==> config.mk <==
export PLATFORM = sky130hd
export DESIGN_NAME = axi4l_regbank
export DESIGN_NICKNAME = d
export VERILOG_FILES = /design/src/rtl/axi4l_regbank.sv
export SDC_FILE = /design/constraint.sdc
export NUM_CORES = 1
export LEC_CHECK = 0
export CAP_MARGIN = 20
export CORE_ASPECT_RATIO = 1.2
export CORE_MARGIN = 8
export CORE_UTILIZATION = 35
export CTS_BUF_LIST = sky130_fd_sc_hd__clkbuf_8
export DETAILED_ROUTE_END_ITERATION = 16
export GPL_TIMING_DRIVEN = 0
export PLACE_DENSITY = 0.69
export SYNTH_ARGS = -nofsm -noshare
export SYNTH_HDL_FRONTEND = slang
export SYNTH_SLANG_ARGS = --single-unit
==> constraint.sdc <==
create_clock -name aclk -period 2 [get_ports aclk]
set_input_delay 0.4 -clock aclk [delete_from_list [all_inputs] [get_ports aclk]]
set_output_delay 0.4 -clock aclk [all_outputs]
set_load 0.02 [all_outputs]
==> src/rtl/axi4l_regbank.sv <==
// Small register bank: ID, SCRATCH, CTRL, STATUS, IRQ_STAT/IRQ_MASK and an optional timer.
// Define AXI4L_REGBANK_TIMER_EN to include the 64-bit free-running timer at indices 6/7.
module axi4l_regbank #(
  parameter int          C_ADDR_WIDTH = 12,
  parameter logic [31:0] C_ID         = 32'h0001_0000
) (
  input  logic                    aclk,
  input  logic                    aresetn,
  input  logic [C_ADDR_WIDTH-3:0] wr_addr,
  input  logic                    wr_req,
  input  logic [3:0]              wr_be,
  input  logic [31:0]             wr_data,
  output logic                    wr_ack,
  input  logic [C_ADDR_WIDTH-3:0] rd_addr,
  input  logic                    rd_req,
  output logic [31:0]             rd_data,
  output logic                    rd_ack,
  output logic [7:0]              ctrl,
  input  logic [7:0]              status,
  input  logic [7:0]              irq_evt,
  output logic                    irq
);

  localparam int AW = C_ADDR_WIDTH - 2;

  localparam logic [AW-1:0] IDX_ID       = AW'(0);
  localparam logic [AW-1:0] IDX_SCRATCH  = AW'(1);
  localparam logic [AW-1:0] IDX_CTRL     = AW'(2);
  localparam logic [AW-1:0] IDX_STATUS   = AW'(3);
  localparam logic [AW-1:0] IDX_IRQ_STAT = AW'(4);
  localparam logic [AW-1:0] IDX_IRQ_MASK = AW'(5);
`ifdef AXI4L_REGBANK_TIMER_EN
  localparam logic [AW-1:0] IDX_TIMER_LO = AW'(6);
  localparam logic [AW-1:0] IDX_TIMER_HI = AW'(7);
`endif

  logic [31:0] scratch_q;
  logic [7:0]  ctrl_q;
  logic [7:0]  irq_stat_q;
  logic [7:0]  irq_mask_q;
  logic        irq_q;
  logic        wr_ack_q;
  logic        rd_ack_q;
  logic [31:0] rd_data_q;

  logic [31:0] scratch_nxt;
  logic [7:0]  irq_clr;
  logic [31:0] rd_mux;

`ifdef AXI4L_REGBANK_TIMER_EN
  logic [63:0] timer_q;
  logic [31:0] snap_q;
`endif

  always_comb begin
    scratch_nxt = scratch_q;
    if (wr_req && wr_addr == IDX_SCRATCH) begin
      for (int b = 0; b < 4; b++) begin
        if (wr_be[b]) scratch_nxt[b*8 +: 8] = wr_data[b*8 +: 8];
      end
    end
  end

  always_comb begin
    irq_clr = 8'h00;
    if (wr_req && wr_addr == IDX_IRQ_STAT && wr_be[0]) irq_clr = wr_data[7:0];
  end

  // Muxed from pre-edge state, so a read colliding with a write sees the old value.
  always_comb begin
    rd_mux = 32'h0;
    case (rd_addr)
      IDX_ID:       rd_mux = C_ID;
      IDX_SCRATCH:  rd_mux = scratch_q;
      IDX_CTRL:     rd_mux = {24'h0, ctrl_q};
      IDX_STATUS:   rd_mux = {24'h0, status};
      IDX_IRQ_STAT: rd_mux = {24'h0, irq_stat_q};
      IDX_IRQ_MASK: rd_mux = {24'h0, irq_mask_q};
`ifdef AXI4L_REGBANK_TIMER_EN
      IDX_TIMER_LO: rd_mux = timer_q[31:0];
      IDX_TIMER_HI: rd_mux = snap_q;
`endif
      default:      rd_mux = 32'h0;
    endcase
  end

  always_ff @(posedge aclk) begin
    if (!aresetn) begin
      scratch_q  <= 32'h0;
      ctrl_q     <= 8'h00;
      irq_stat_q <= 8'h00;
      irq_mask_q <= 8'h00;
      irq_q      <= 1'b0;
      wr_ack_q   <= 1'b0;
      rd_ack_q   <= 1'b0;
      rd_data_q  <= 32'h0;
    end else begin
      scratch_q  <= scratch_nxt;
      if (wr_req && wr_addr == IDX_CTRL && wr_be[0]) ctrl_q <= wr_data[7:0];
      if (wr_req && wr_addr == IDX_IRQ_MASK && wr_be[0]) irq_mask_q <= wr_data[7:0];
      irq_stat_q <= (irq_stat_q & ~irq_clr) | irq_evt;
      irq_q      <= |(irq_stat_q & irq_mask_q);
      wr_ack_q   <= wr_req;
      rd_ack_q   <= rd_req;
      if (rd_req) rd_data_q <= rd_mux;
    end
  end

`ifdef AXI4L_REGBANK_TIMER_EN
  always_ff @(posedge aclk) begin
    if (!aresetn) begin
      timer_q <= 64'h0;
      snap_q  <= 32'h0;
    end else begin
      timer_q <= timer_q + 64'd1;
      if (rd_req && rd_addr == IDX_TIMER_LO) snap_q <= timer_q[63:32];
    end
  end
`endif

  // Outputs are forced low for the whole reset window, including the first cycle
  // before the synchronous reset has reached the flops.
  assign wr_ack  = aresetn & wr_ack_q;
  assign rd_ack  = aresetn & rd_ack_q;
  assign rd_data = aresetn ? rd_data_q : 32'h0;
  assign ctrl    = aresetn ? ctrl_q : 8'h00;
  assign irq     = aresetn & irq_q;

endmodule
==> flow_summary_export.csv <==
group,metric,value,unit
yosys,ys_top_cells_by_area,"dfxtp_1, and2_1, nand3_1",
floorplan,row_count,42,
yosys,syn_area,3930,um^2
timing,fin_skew,0.00667,ns
critical_path,crit_fanout,10,
critical_path,crit_path_start_kind,"input pin",
clock_network,cts_inserted_buffers,9,
yosys,synthTopCellsByCount,"dfxtp_1, nand3_1, and2_1, nand2_1, o21ai_0",
floorplan,ios,119,
yosys,synth_top_cell_area_share,46.3,%
global_route,antenna_found_initial,0,
floorplan,core,11000,um^2
floorplan,fp.dieH,132,um
finish,regArea,1820,um^2
yosys,yosys.area.top_type,"dfxtp_1",
yosys,async_flop_share,0,%
global_route,grt_max_degree,15,
power,power.internal,2.70,mW
yosys,ys.warnings.count,0,
timing,rsz0062_at_grt,"yes",
critical_path,cp-end-kind,"flip-flop",
detailed_routing,via_per_inst,5.22,
timing,finalCritPeriodShare,98.1,%
critical_path,path_buf_inv,3,
yosys,syn_area_per_cell,9.16,um^2
timing,hold_violations,0,
timing,worst_slew_pin_slew,0.605,ns
place,gp_congestion,0.923,
clock_network,hold_buffers,0,
detailed_routing,drt-total-wl,12.3,mm
timing,min_period,1.96,ns
finish,antennaDiodeCount,0,
critical_path,crit_type,"input pin to flip-flop",
floorplan,initial_utilization,35.8,%
timing,finalSetupViolCount,0,
critical_path,max_stage_delay,0.55,ns
yosys,yosysMostFrequentCell,"dfxtp_1",
detailed_routing,wl_per_cell,17.7,um
critical_path,cp.required,2.31,ns
job,drv_cap,0,
yosys,yosys.cell_types.count,37,
clock_network,clock_latency,0.36,ns
detailed_routing,ant_nets,0,
yosys,synth_ff_type,"dfxtp_1",
detailed_routing,drt-initial-drc-count,135,
global_route,grt_overflow,0,
global_route,first_global_vias,3832,
floorplan,dieArea,14900,um^2
power,seq_power_share,52.1,%
critical_path,cp.arrival,2.27,ns
clock_network,cts_buffer_depth,2,
detailed_routing,vias,3636,
power,worst_ir_drop_vdd,379,uV
yosys,syn-num-nets,505,
power,comb_power_share,10.0,%
power,p_leak,2.62,nW
power,p_per_area,629,nW/um^2
clock_network,cts_sinks,91,
finish,fill_cells,1042,
yosys,synth-seq-cells,91,
power,clockPowerShare,37.9,%
timing,fin_tns_setup,0,ns
yosys,synth_edf_count,0,
clock_network,cts_root_buffer,"clkbuf_8",
place,hpwl,9.44,mm
power,total_power,3.52,mW
timing,finalMaxSlewViolations,0,
detailed_routing,drc_errors,0,
finish,finish.utilization,51.0,%
clock_network,cts_tree,"done",
power,p_sw_share,23.3,%
floorplan,fp.dieW,113,um
finish,multi_input_area,1910,um^2
global_route,grt_first_pass_wirelength,19.5,mm
critical_path,path_cells,"clkdlybuf4s50_1, or4_4, nor4_4, and4_1, buf_6, buf_12, a22o_1",
global_route,grtUsageTotal,16.6,%
run_status,outcome,"finished clean",
detailed_routing,first_pass_iters,5,
yosys,postSynthCellCount,429,
timing,clock.fmax,510,MHz
clock_network,cts.clk_slew.worst_paths,0.09,ns
yosys,synth-seq-area-share,46.3,%
min_path,hold_class,"input pin to flip-flop",
power,switching_power,0.819,mW
timing,slew_headroom,59.7,%
clock_network,h-tree-depth,3,
critical_path,critPathTopFamily,"simple AND/OR/NAND/NOR gates",
finish,fin_nets,636,
finish,drive_gt1_share,9.56,%
finish,area_delta_synth_final,42.4,%
critical_path,slowest_stage,"or4_4",
place,port_buffers,117,
-- final cells by class --
type                            instances  area share [%]
Buffer                                 32            3.96
Tap cell                              132            2.95
Multi-Input combinational cell        295            34.1
Clock buffer                            9            2.21
Inverter                               11           0.738
Sequential cell                        91            32.6
Clock inverter                          7            1.50
Timing Repair Buffer                  120            22.0
-- placed cells by master, fill, tap and decap left out, drive strengths merged, types with 8 or more instances in the layout --
master,n
o21ai,56
dlymetal6s2s,26
a31oi,8
nor3b,8
mux2i,16
dlygate4sd2,12
o2bb2ai,8
nand2,42
a22o,23
o22ai,8
inv,12
buf,15
nor2,10
clkbuf,32
and2,44
clkdlybuf4s50,76
dfxtp,91
nand3,45
-- flip-flops by register name, summed over array words and instances, names as in the netlist --
register / cells
irq_stat_q: 8
irq_q: 1
wr_ack_q: 1
irq_mask_q: 8
rd_ack_q: 1
ctrl_q: 8
scratch_q: 32
rd_data_q: 32
-- power by group through the flow --
stage	Clock, mW	Sequential (mW)	Combinational [mW]
finish	1.34	1.83	0.351
global route	1.43	1.84	0.375
CTS	1.35	1.83	0.346
floorplan	0	1.87	0.121
global placement	0	1.88	0.336
detailed placement	0	1.88	0.341
-- tightest hold or removal path: cells and delay by family --
| family | cells | cell delay (ns) |
|---|---|---|
| buffers and inverters | 2 | 0.27 |
| AO/OA/AOI/OAI | 1 | 0.05 |
-- cells by family (layout without fill, tap and decap cells) --
kind of cell | count (synthesis) | count (layout) | share of synthesized area (%)
flip-flops | 91 | 91 | 46.3
AO/OA/AOI/OAI | 110 | 110 | 18.0
buffers and inverters | 43 | 179 | 6.02
multiplexers | 16 | 16 | 4.07
AND/OR/NAND/NOR | 169 | 169 | 25.6
-- routing by layer --
layer | GRT usage [%] | share of wire (%)
met5 | 0 | 0
met4 | 5.94 | 1.7
met3 | 5.22 | 6.3
met2 | 30.2 | 52
met1 | 17.4 | 40
-- path summary, 6_finish.rpt --
check / start / cells past startpoint / to / slack [ns]
worst min-delay path: aresetn / 3 / rd_data_q[16]$_SDFFE_PN0P_ / 0.41
worst max-delay path: rd_addr[6] / 7 / rd_data_q[13]$_SDFFE_PN0P_ / 0.04
worst max register to register: ctrl_q[3]$_SDFFE_PN0P_ / 4 / rd_data_q[3]$_SDFFE_PN0P_ / 1.09
worst min register to register: scratch_q[29]$_SDFFE_PN0P_ / 2 / scratch_q[29]$_SDFFE_PN0P_ / 0.45
-- repair_timing --
item / 4_1_cts / 5_1_grt
pin swaps: 0 / 3
gates resized for setup: 27 / 43
setup endpoints to repair: 41 / 64
buffers inserted: 0 / 3
hold endpoints to repair: 0 / 0
-- metrics by stage --
| step | std cells | hold slack, ns | setup WS (ns) | instance area, um^2 |
|---|---|---|---|---|
| after floorplan | 429 | 0.428 | 0.249 | 3930 |
| after global routing | 697 | 0.421 | -0.00621 | 5600 |
| after global placement | 678 | 0.436 | -0.950 | 5270 |
| after CTS | 694 | 0.400 | -0.195 | 5480 |
| after detailed placement | 678 | 0.442 | -0.972 | 5270 |
| final | 697 | 0.405 | 0.0374 | 5600 |
Power figures use the tool's default switching activity.
